<file path="config.mk">
export PLATFORM = sky130hd
export DESIGN_NAME = rom_burst_arbiter
export DESIGN_NICKNAME = d
export VERILOG_FILES = /design/src/rtl/rom_arb_pkg.sv /design/src/rtl/rr_arbiter.sv /design/src/rtl/rom_burst_arbiter.sv
export SDC_FILE = /design/constraint.sdc
export NUM_CORES = 1
export LEC_CHECK = 0
export CAP_MARGIN = 10
export CORE_ASPECT_RATIO = 0.75
export CORE_MARGIN = 10
export CORE_UTILIZATION = 40
export CTS_BUF_LIST = sky130_fd_sc_hd__clkbuf_8
export CTS_CLUSTER_DIAMETER = 200
export CTS_CLUSTER_SIZE = 28
export DETAILED_ROUTE_END_ITERATION = 7
export PLACE_DENSITY = 0.8
export SYNTH_ARGS = -nofsm -noshare
export SYNTH_HDL_FRONTEND = slang
export SYNTH_SLANG_ARGS = --single-unit
</file>
<file path="constraint.sdc">
create_clock -name clk -period 3.4 [get_ports clk]
set_input_delay 0.51 -clock clk [delete_from_list [all_inputs] [get_ports clk]]
set_output_delay 0.51 -clock clk [all_outputs]
set_load 0.02 [all_outputs]
</file>
<file path="src/rtl/rom_arb_pkg.sv">
// Shared types and helpers for the ROM burst arbiter: FSM state, ID width
// and the round-robin winner search.
package rom_arb_pkg;

  typedef enum logic {IDLE = 1'b0, BURST = 1'b1} state_t;

  localparam int MAX_REQ = 8;

  // Never returns 0 so a single-requester build still has a 1-bit ID.
  function automatic int id_w(input int n);
    return (n <= 1) ? 1 : $clog2(n);
  endfunction

  // Descending scan so the nearest asserted bit at or after ptr wins last.
  function automatic int rr_pick(input logic [MAX_REQ-1:0] req, input int n, input int ptr);
    int idx;
    rr_pick = 0;
    for (int k = MAX_REQ - 1; k >= 0; k--) begin
      if (k < n) begin
        idx = (ptr + k) % n;
        if (req[idx[2:0]]) rr_pick = idx;
      end
    end
  endfunction

endpackage

</file>
<file path="src/rtl/rr_arbiter.sv">
// Combinational round-robin picker: first asserted req scanning up from rr_ptr.
module rr_arbiter
  import rom_arb_pkg::*;
#(
  parameter int N_REQ = 4,
  localparam int IDW = id_w(N_REQ)
) (
  input  logic [N_REQ-1:0] req,
  input  logic [IDW-1:0]   rr_ptr,
  output logic [IDW-1:0]   winner,
  output logic             any_req
);

  logic [MAX_REQ-1:0] req_ext;

  assign req_ext = MAX_REQ'(req);

  always_comb begin
    winner  = IDW'(rr_pick(req_ext, N_REQ, int'(rr_ptr)));
    any_req = |req;
  end

endmodule

</file>
<file path="src/rtl/rom_burst_arbiter.sv">
// Round-robin burst reader in front of a combinational ROM; each ROM word is
// registered into a valid/ready output stage tagged with its owner.
module rom_burst_arbiter
  import rom_arb_pkg::*;
#(
  parameter int N_REQ = 4,
  parameter int ADDR  = 2,
  parameter int DOUT  = 14,
  parameter int MEM   = 4,
  parameter int LEN_W = 3,
  localparam int IDW  = id_w(N_REQ)
) (
  input  logic                   clk,
  input  logic                   rst_n,
  input  logic [N_REQ-1:0]       req,
  input  logic [N_REQ*ADDR-1:0]  req_addr,
  input  logic [N_REQ*LEN_W-1:0] req_len,
  output logic [N_REQ-1:0]       gnt,
  output logic                   err,
  output logic                   busy,
  output logic [ADDR-1:0]        rom_addr,
  input  logic [DOUT-1:0]        rom_dout,
  output logic [DOUT-1:0]        rd_data,
  output logic                   rd_valid,
  input  logic                   rd_ready,
  output logic [IDW-1:0]         rd_id,
  output logic                   rd_last
);

  localparam logic [ADDR:0]   MEM_C    = (ADDR+1)'(MEM);
  localparam logic [ADDR-1:0] MEM_LAST = ADDR'(MEM - 1);

  state_t             state_q, state_d;
  logic [IDW-1:0]     rr_ptr_q, rr_ptr_d, owner_q, owner_d, rd_id_q, rd_id_d;
  logic [N_REQ-1:0]   gnt_q, gnt_d;
  logic               err_q, err_d, rd_valid_q, rd_valid_d, rd_last_q, rd_last_d;
  logic [ADDR-1:0]    addr_q, addr_d, last_addr_q, last_addr_d;
  logic [LEN_W-1:0]   rem_q, rem_d;
  logic [DOUT-1:0]    rd_data_q, rd_data_d;

  logic [IDW-1:0]     winner;
  logic               any_req, load;
  logic [ADDR-1:0]    win_addr;
  logic [LEN_W-1:0]   win_len;

  rr_arbiter #(.N_REQ(N_REQ)) u_rr (
    .req     (req),
    .rr_ptr  (rr_ptr_q),
    .winner  (winner),
    .any_req (any_req)
  );

  assign win_addr = req_addr[winner*ADDR +: ADDR];
  assign win_len  = req_len[winner*LEN_W +: LEN_W];
  assign load     = (state_q == BURST) && (!rd_valid_q || rd_ready);

  always_comb begin
    state_d     = state_q;
    rr_ptr_d    = rr_ptr_q;
    owner_d     = owner_q;
    addr_d      = addr_q;
    rem_d       = rem_q;
    last_addr_d = last_addr_q;
    gnt_d       = '0;
    err_d       = 1'b0;
    rd_data_d   = rd_data_q;
    rd_id_d     = rd_id_q;
    rd_valid_d  = rd_valid_q;
    rd_last_d   = rd_last_q;

    // Drain; a load below in the same cycle takes precedence.
    if (rd_valid_q && rd_ready) begin
      rd_valid_d = 1'b0;
      rd_last_d  = 1'b0;
    end

    case (state_q)
      IDLE: begin
        if (any_req) begin
          gnt_d[winner] = 1'b1;
          owner_d       = winner;
          addr_d        = win_addr;
          rem_d         = win_len;
          rr_ptr_d      = (winner == IDW'(N_REQ - 1)) ? '0 : winner + 1'b1;
          if ({1'b0, win_addr} >= MEM_C) err_d = 1'b1;
          else if (win_len != '0)        state_d = BURST;
        end
      end
      BURST: begin
        last_addr_d = addr_q;
        if (load) begin
          rd_data_d  = rom_dout;
          rd_id_d    = owner_q;
          rd_valid_d = 1'b1;
          rd_last_d  = (rem_q == LEN_W'(1));
          rem_d      = rem_q - 1'b1;
          addr_d     = (addr_q == MEM_LAST) ? '0 : addr_q + 1'b1;
          if (rem_q == LEN_W'(1)) state_d = IDLE;
        end
      end
      default: state_d = IDLE;
    endcase
  end

  always_ff @(posedge clk or negedge rst_n) begin
    if (!rst_n) begin
      state_q     <= IDLE;
      rr_ptr_q    <= '0;
      owner_q     <= '0;
      addr_q      <= '0;
      rem_q       <= '0;
      last_addr_q <= '0;
      gnt_q       <= '0;
      err_q       <= 1'b0;
      rd_data_q   <= '0;
      rd_id_q     <= '0;
      rd_valid_q  <= 1'b0;
      rd_last_q   <= 1'b0;
    end else begin
      state_q     <= state_d;
      rr_ptr_q    <= rr_ptr_d;
      owner_q     <= owner_d;
      addr_q      <= addr_d;
      rem_q       <= rem_d;
      last_addr_q <= last_addr_d;
      gnt_q       <= gnt_d;
      err_q       <= err_d;
      rd_data_q   <= rd_data_d;
      rd_id_q     <= rd_id_d;
      rd_valid_q  <= rd_valid_d;
      rd_last_q   <= rd_last_d;
    end
  end

  // ROM is combinational, so the live address must lead the load edge.
  assign rom_addr = (state_q == BURST) ? addr_q : last_addr_q;
  assign gnt      = gnt_q;
  assign err      = err_q;
  assign busy     = (state_q == BURST);
  assign rd_data  = rd_data_q;
  assign rd_valid = rd_valid_q;
  assign rd_id    = rd_id_q;
  assign rd_last  = rd_last_q;

endmodule

</file>
---- Yosys cells after proc, flatten, opt, wreduce, memory -nomap -nowiden ----
Cells that the tools add are included.
word-level totals
  bits of input ports ..................... 41
  output and inout bits ................... 26
  register bits after elaboration ......... 34
  word-level logic and storage cells ...... 84
operators by class
  shift-type cells ........................ 2
  equality and inequality tests ........... 5
  $mul .................................... 1
  order comparisons ....................... 6
  add/sub/neg operators ................... 6
  mux-type cells .......................... 36
  bitwise operators ....................... 4
  reductions and logical operators ........ 13
operators with widths
  cell                                                                          count
  2-bit 2-to-1 mux                                                              9
  1-bit 2-to-1 mux                                                              15
  3-bit by 4-bit less-than comparator with 1-bit output, second input constant  3
  12-bit by 5-bit variable part select with 3-bit output                        1
  1-bit binary-select mux with 3-bit select                                     3
  4-bit 2-to-1 mux                                                              2
  8-bit by 4-bit variable part select with 2-bit output                         1
  2-bit by 1-bit adder with 2-bit output, second input constant                 3
  3-bit 2-to-1 mux                                                              2
  3-bit case mux with 2 select lines                                            1
  2-bit AND reduction                                                           3
  2-bit OR reduction                                                            3
  2-bit adder, second input constant                                            2
  2-bit equality test, second input constant                                    2
  2-bit by 4-bit less-than comparator with 1-bit output, second input constant  1
  2-bit by 2-bit multiplier with 4-bit output, second input constant            1
  2-bit case mux with 2 select lines                                            1
  4-bit OR reduction                                                            1
  1-bit bitwise AND, first input constant                                       3
  3-bit by 1-bit equality test with 1-bit output, second input constant         1
  1-bit logical AND                                                             3
  2-bit by 3-bit less-than comparator with 1-bit output, second input constant  1
  3-bit nonzero test                                                            1
  3-bit by 1-bit subtractor with 3-bit output, second input constant            1
  other kinds (9)                                                               9

---- Longest topological paths before layout ----
  word-level depth ........................ 15
  gate-level depth with buffers ........... 7
  mapped depth without buffers ............ 7

---- Cells and area by module ----
From an unflattened synthesis, not the netlist that was laid out.
unflattened totals
  cell total of the unflattened synthesis .. 168
  area, all modules ....................... 1677.9 um2
modules (own cells, without submodules)
  module             area an instance (um2)  instances  cells each  seq. area each (um2)
  rom_burst_arbiter  1600.3                  1          155         850.8
  rr_arbiter         77.6                    1          13          0.0

---- Worst setup path before layout ----
Ideal clock, no wire load.
  path kind ............................... register -> output
  from .................................... reg state_q, in the netlist busy
  to ...................................... out rom_addr[0]
  arrival time ............................ 1.410 ns
  stages on the path, launching flop included .. 4
  required time ........................... 2.890 ns
  slack ................................... 1.480 ns
  path through ............................ dfrtp_1 > clkbuf_1 > clkbuf_1 > mux2_2
on the way
  longest elaborated chain between the ends .. 1
ends and longest elaborated chain
  item                      line                      source
  start: declaration        rom_burst_arbiter.sv:33   state_t state_q, state_d;
  start signal: assignment  rom_burst_arbiter.sv:120  state_q <= state_d;
  2-bit 2-to-1 mux          n/a
  end: declaration          rom_burst_arbiter.sv:21   output logic [ADDR-1:0] rom_addr,
No other way between the ends.

---- Final worst setup path ----
  from .................................... reg state_q, in the netlist busy
  to ...................................... out rom_addr[1]
The elaborated chain is that of the path after synthesis.

==> results.txt <==
outcome -> complete, no violations
Hold Crit Class -> reg2reg
worst-case reg-to-reg path depth -> 6
floorplan row count -> 20
Final Util -> 0.620
clock sink total -> 34
die height -> 77.0 µm
Sum Neg Setup Slack -> 0 ns
Startpoint Class -> register
P_leak -> 1.10 nW
first-pass GRT wire length -> 6570 µm
synthesized area -> 1730 µm²
ANT cells -> 0
post-CTS setup buffer count -> 0
Synth area leader -> dfrtp_1
Primary FF master, synth -> dfrtp_1
Vias -> 1,375
RSZ-0062 raised after global routing -> false
core footprint -> 4100 µm²
DRT iter0 DRCs -> 41
die width -> 95.9 µm
Synth Warn # -> 0
Area Growth Syn to Fin -> 47.1%
most frequent cells in the layout -> clkdlybuf4s50_1 (65), dfrtp_1 (34), mux2_2 (21)
Final Critical Period -> 2.45 ns
normalized max-slew margin -> 0.629
Max VDD drop -> 0.000473 V
CTS tree -> yes
Synth area leaders -> dfrtp_1 (49%), mux2_2 (14%), ha_1 (5.1%)
Cell variety after synth -> 35
Syn Area/Cell -> 11.3 µm²
Slew Limit Fails -> 0
post-CTS resize count -> 0
synthesis-stage register bit count -> 34
FMAX -> 408 MHz
post-route ant nets -> 0
Hold-fix buffers, CTS -> 0
final setup violation count -> 0
Die ar. -> 7380 µm²
Clock Skew -> 0.00414 ns
Clock Tree Buf Depth -> 2
hpwl dp -> 3290 µm
critical path data required time -> 2.89 ns
share of the synthesized area in the top cell type -> 0.492
Post-Synthesis Cells -> 153
Post-synth EDFFs -> 0
Power Total -> 2.01 mW
First-pass DRT Iterations -> 4
routability cong. -> 0.862
pin count of the biggest net entering global routing -> 35
clk slew on worst S/H paths -> 0.07 ns
post-synth net total -> 201
CTS root buf -> clkbuf_8
Crit. End Element -> primary output
arrival time worst endpoint -> 1.94 ns
Final Hold Fails -> 0
Inserted Clock Buffers -> 5
fin nets -> 271
critical path fanouts, max -> 18
Cell Pwr Density -> 788 nW/µm²
initial antenna violation count -> 0
max-cap violation count -> 0
most common cell after layout, fill and taps aside -> clkdlybuf4s50_1
layout cell share with drive strength beyond 1 -> 0.174
I/O Buffers -> 65
crit share post-route -> 0.721
fraction of registers with async set/reset -> 1.00
crit path kind -> reg2out
grt total ovfl -> 0
vias per std cell -> 4.93
WL/cell -> 14.7 µm
post-synthesis sequential area ratio -> 0.492
Initial Util -> 0.422
Total Routing Usage GR -> 0.112
drt drc -> 0
drt total wl -> 4100 µm
worst slew pin tran -> 0.556 ns
vias in the first global route -> 1,353
clk_lat worst skew -> 0.28 ns
htree depth -> 2
Top Ports -> 67
hold depth -> 2
-- power by group --
group | total (mW) | leakage (nW) | internal (mW) | switching (mW)
clock network | 0.310 | 0.0472 | 0.163 | 0.148
registers | 0.689 | 0.402 | 0.576 | 0.114
logic | 1.01 | 0.647 | 0.516 | 0.490
-- layer usage --
metal / part of all wire / wire (µm) / GRT usage
met1: 0.46 / 1890 / 0.140
met2: 0.41 / 1690 / 0.157
met3: 0.12 / 491 / 0.0691
met4: 0.0083 / 34 / 0.0265
met5: 0 / 0 / 0
-- Yosys cell counts, types with 2 or more instances --
master    number
clkbuf_1       4
nand2b_1       4
and2_1         4
a211o_1        3
and3_1         5
ha_1           7
a31oi_1        4
o21ai_0        9
mux2_2        21
inv_1          7
mux2i_1        3
a211oi_4       2
a21oi_1        3
and2b_1        2
nand3_1        9
nand2_1        6
nor2_1         8
a21o_1         2
dfrtp_1       34
-- critical path, cell delays in order, from the launching register on --
cell	delay (ns)
dfrtp_1	0.70
mux2_2	0.41
clkdlybuf4s50_1	0.55
-- metrics by stage --
step	setup WS [ns]	hold slack (ns)	cell area [µm²]	instances
global placement	0.854	0.465	2450	271
detailed placement	0.828	0.468	2450	271
floorplan	1.48	0.214	1730	153
finish	0.950	0.478	2540	279
global route	0.832	0.518	2540	279
CTS	0.923	0.486	2540	279
-- cell type report --
type                    count  area (µm²)
fillers                   339        1560
flip-flops and latches     34         851
multi-input cells         106         825
repair buffers             68         673
clock buffers               6        82.6
well taps                  55        68.8
inverters                   8        32.5
clock inverters             2        12.5
-- registers in the layout (all words and copies together) (netlist names), 2 cells and up --
signal / cells
rd_data: 14
owner_q: 2
rem_q: 3
addr_q: 2
rr_ptr_q: 2
last_addr_q: 2
gnt: 4
rd_id: 2
-- path summary, 6_finish.rpt --
check	from	end	slack, ns
max in group asynchronous	rst_n	addr_q[0]	2.47
worst max-delay path	busy	rom_addr[1]	0.95
worst min-delay path	rd_last	rd_last	0.48
worst min register to register	rd_last	rd_last	0.48
worst max register to register	rr_ptr_q[0]	addr_q[0]	1.42
min in group asynchronous	rst_n	rd_data[9]	0.63
-- kinds of logic (layout without fill, tap and decap cells) --
| logic type | after synthesis | after routing | synth area share |
|---|---|---|---|
| and+or+nand+nor | 45 | 45 | 0.140 |
| DFF | 34 | 34 | 0.492 |
| AOI/OAI and AO/OA | 29 | 29 | 0.129 |
| muxes | 24 | 24 | 0.154 |
| buffers and inverters | 13 | 84 | 0.0318 |
| adders and majority gates | 7 | 7 | 0.0506 |
| other | 1 | 1 | 0.00217 |
No activity file was read; power rests on OpenSTA's default activity.
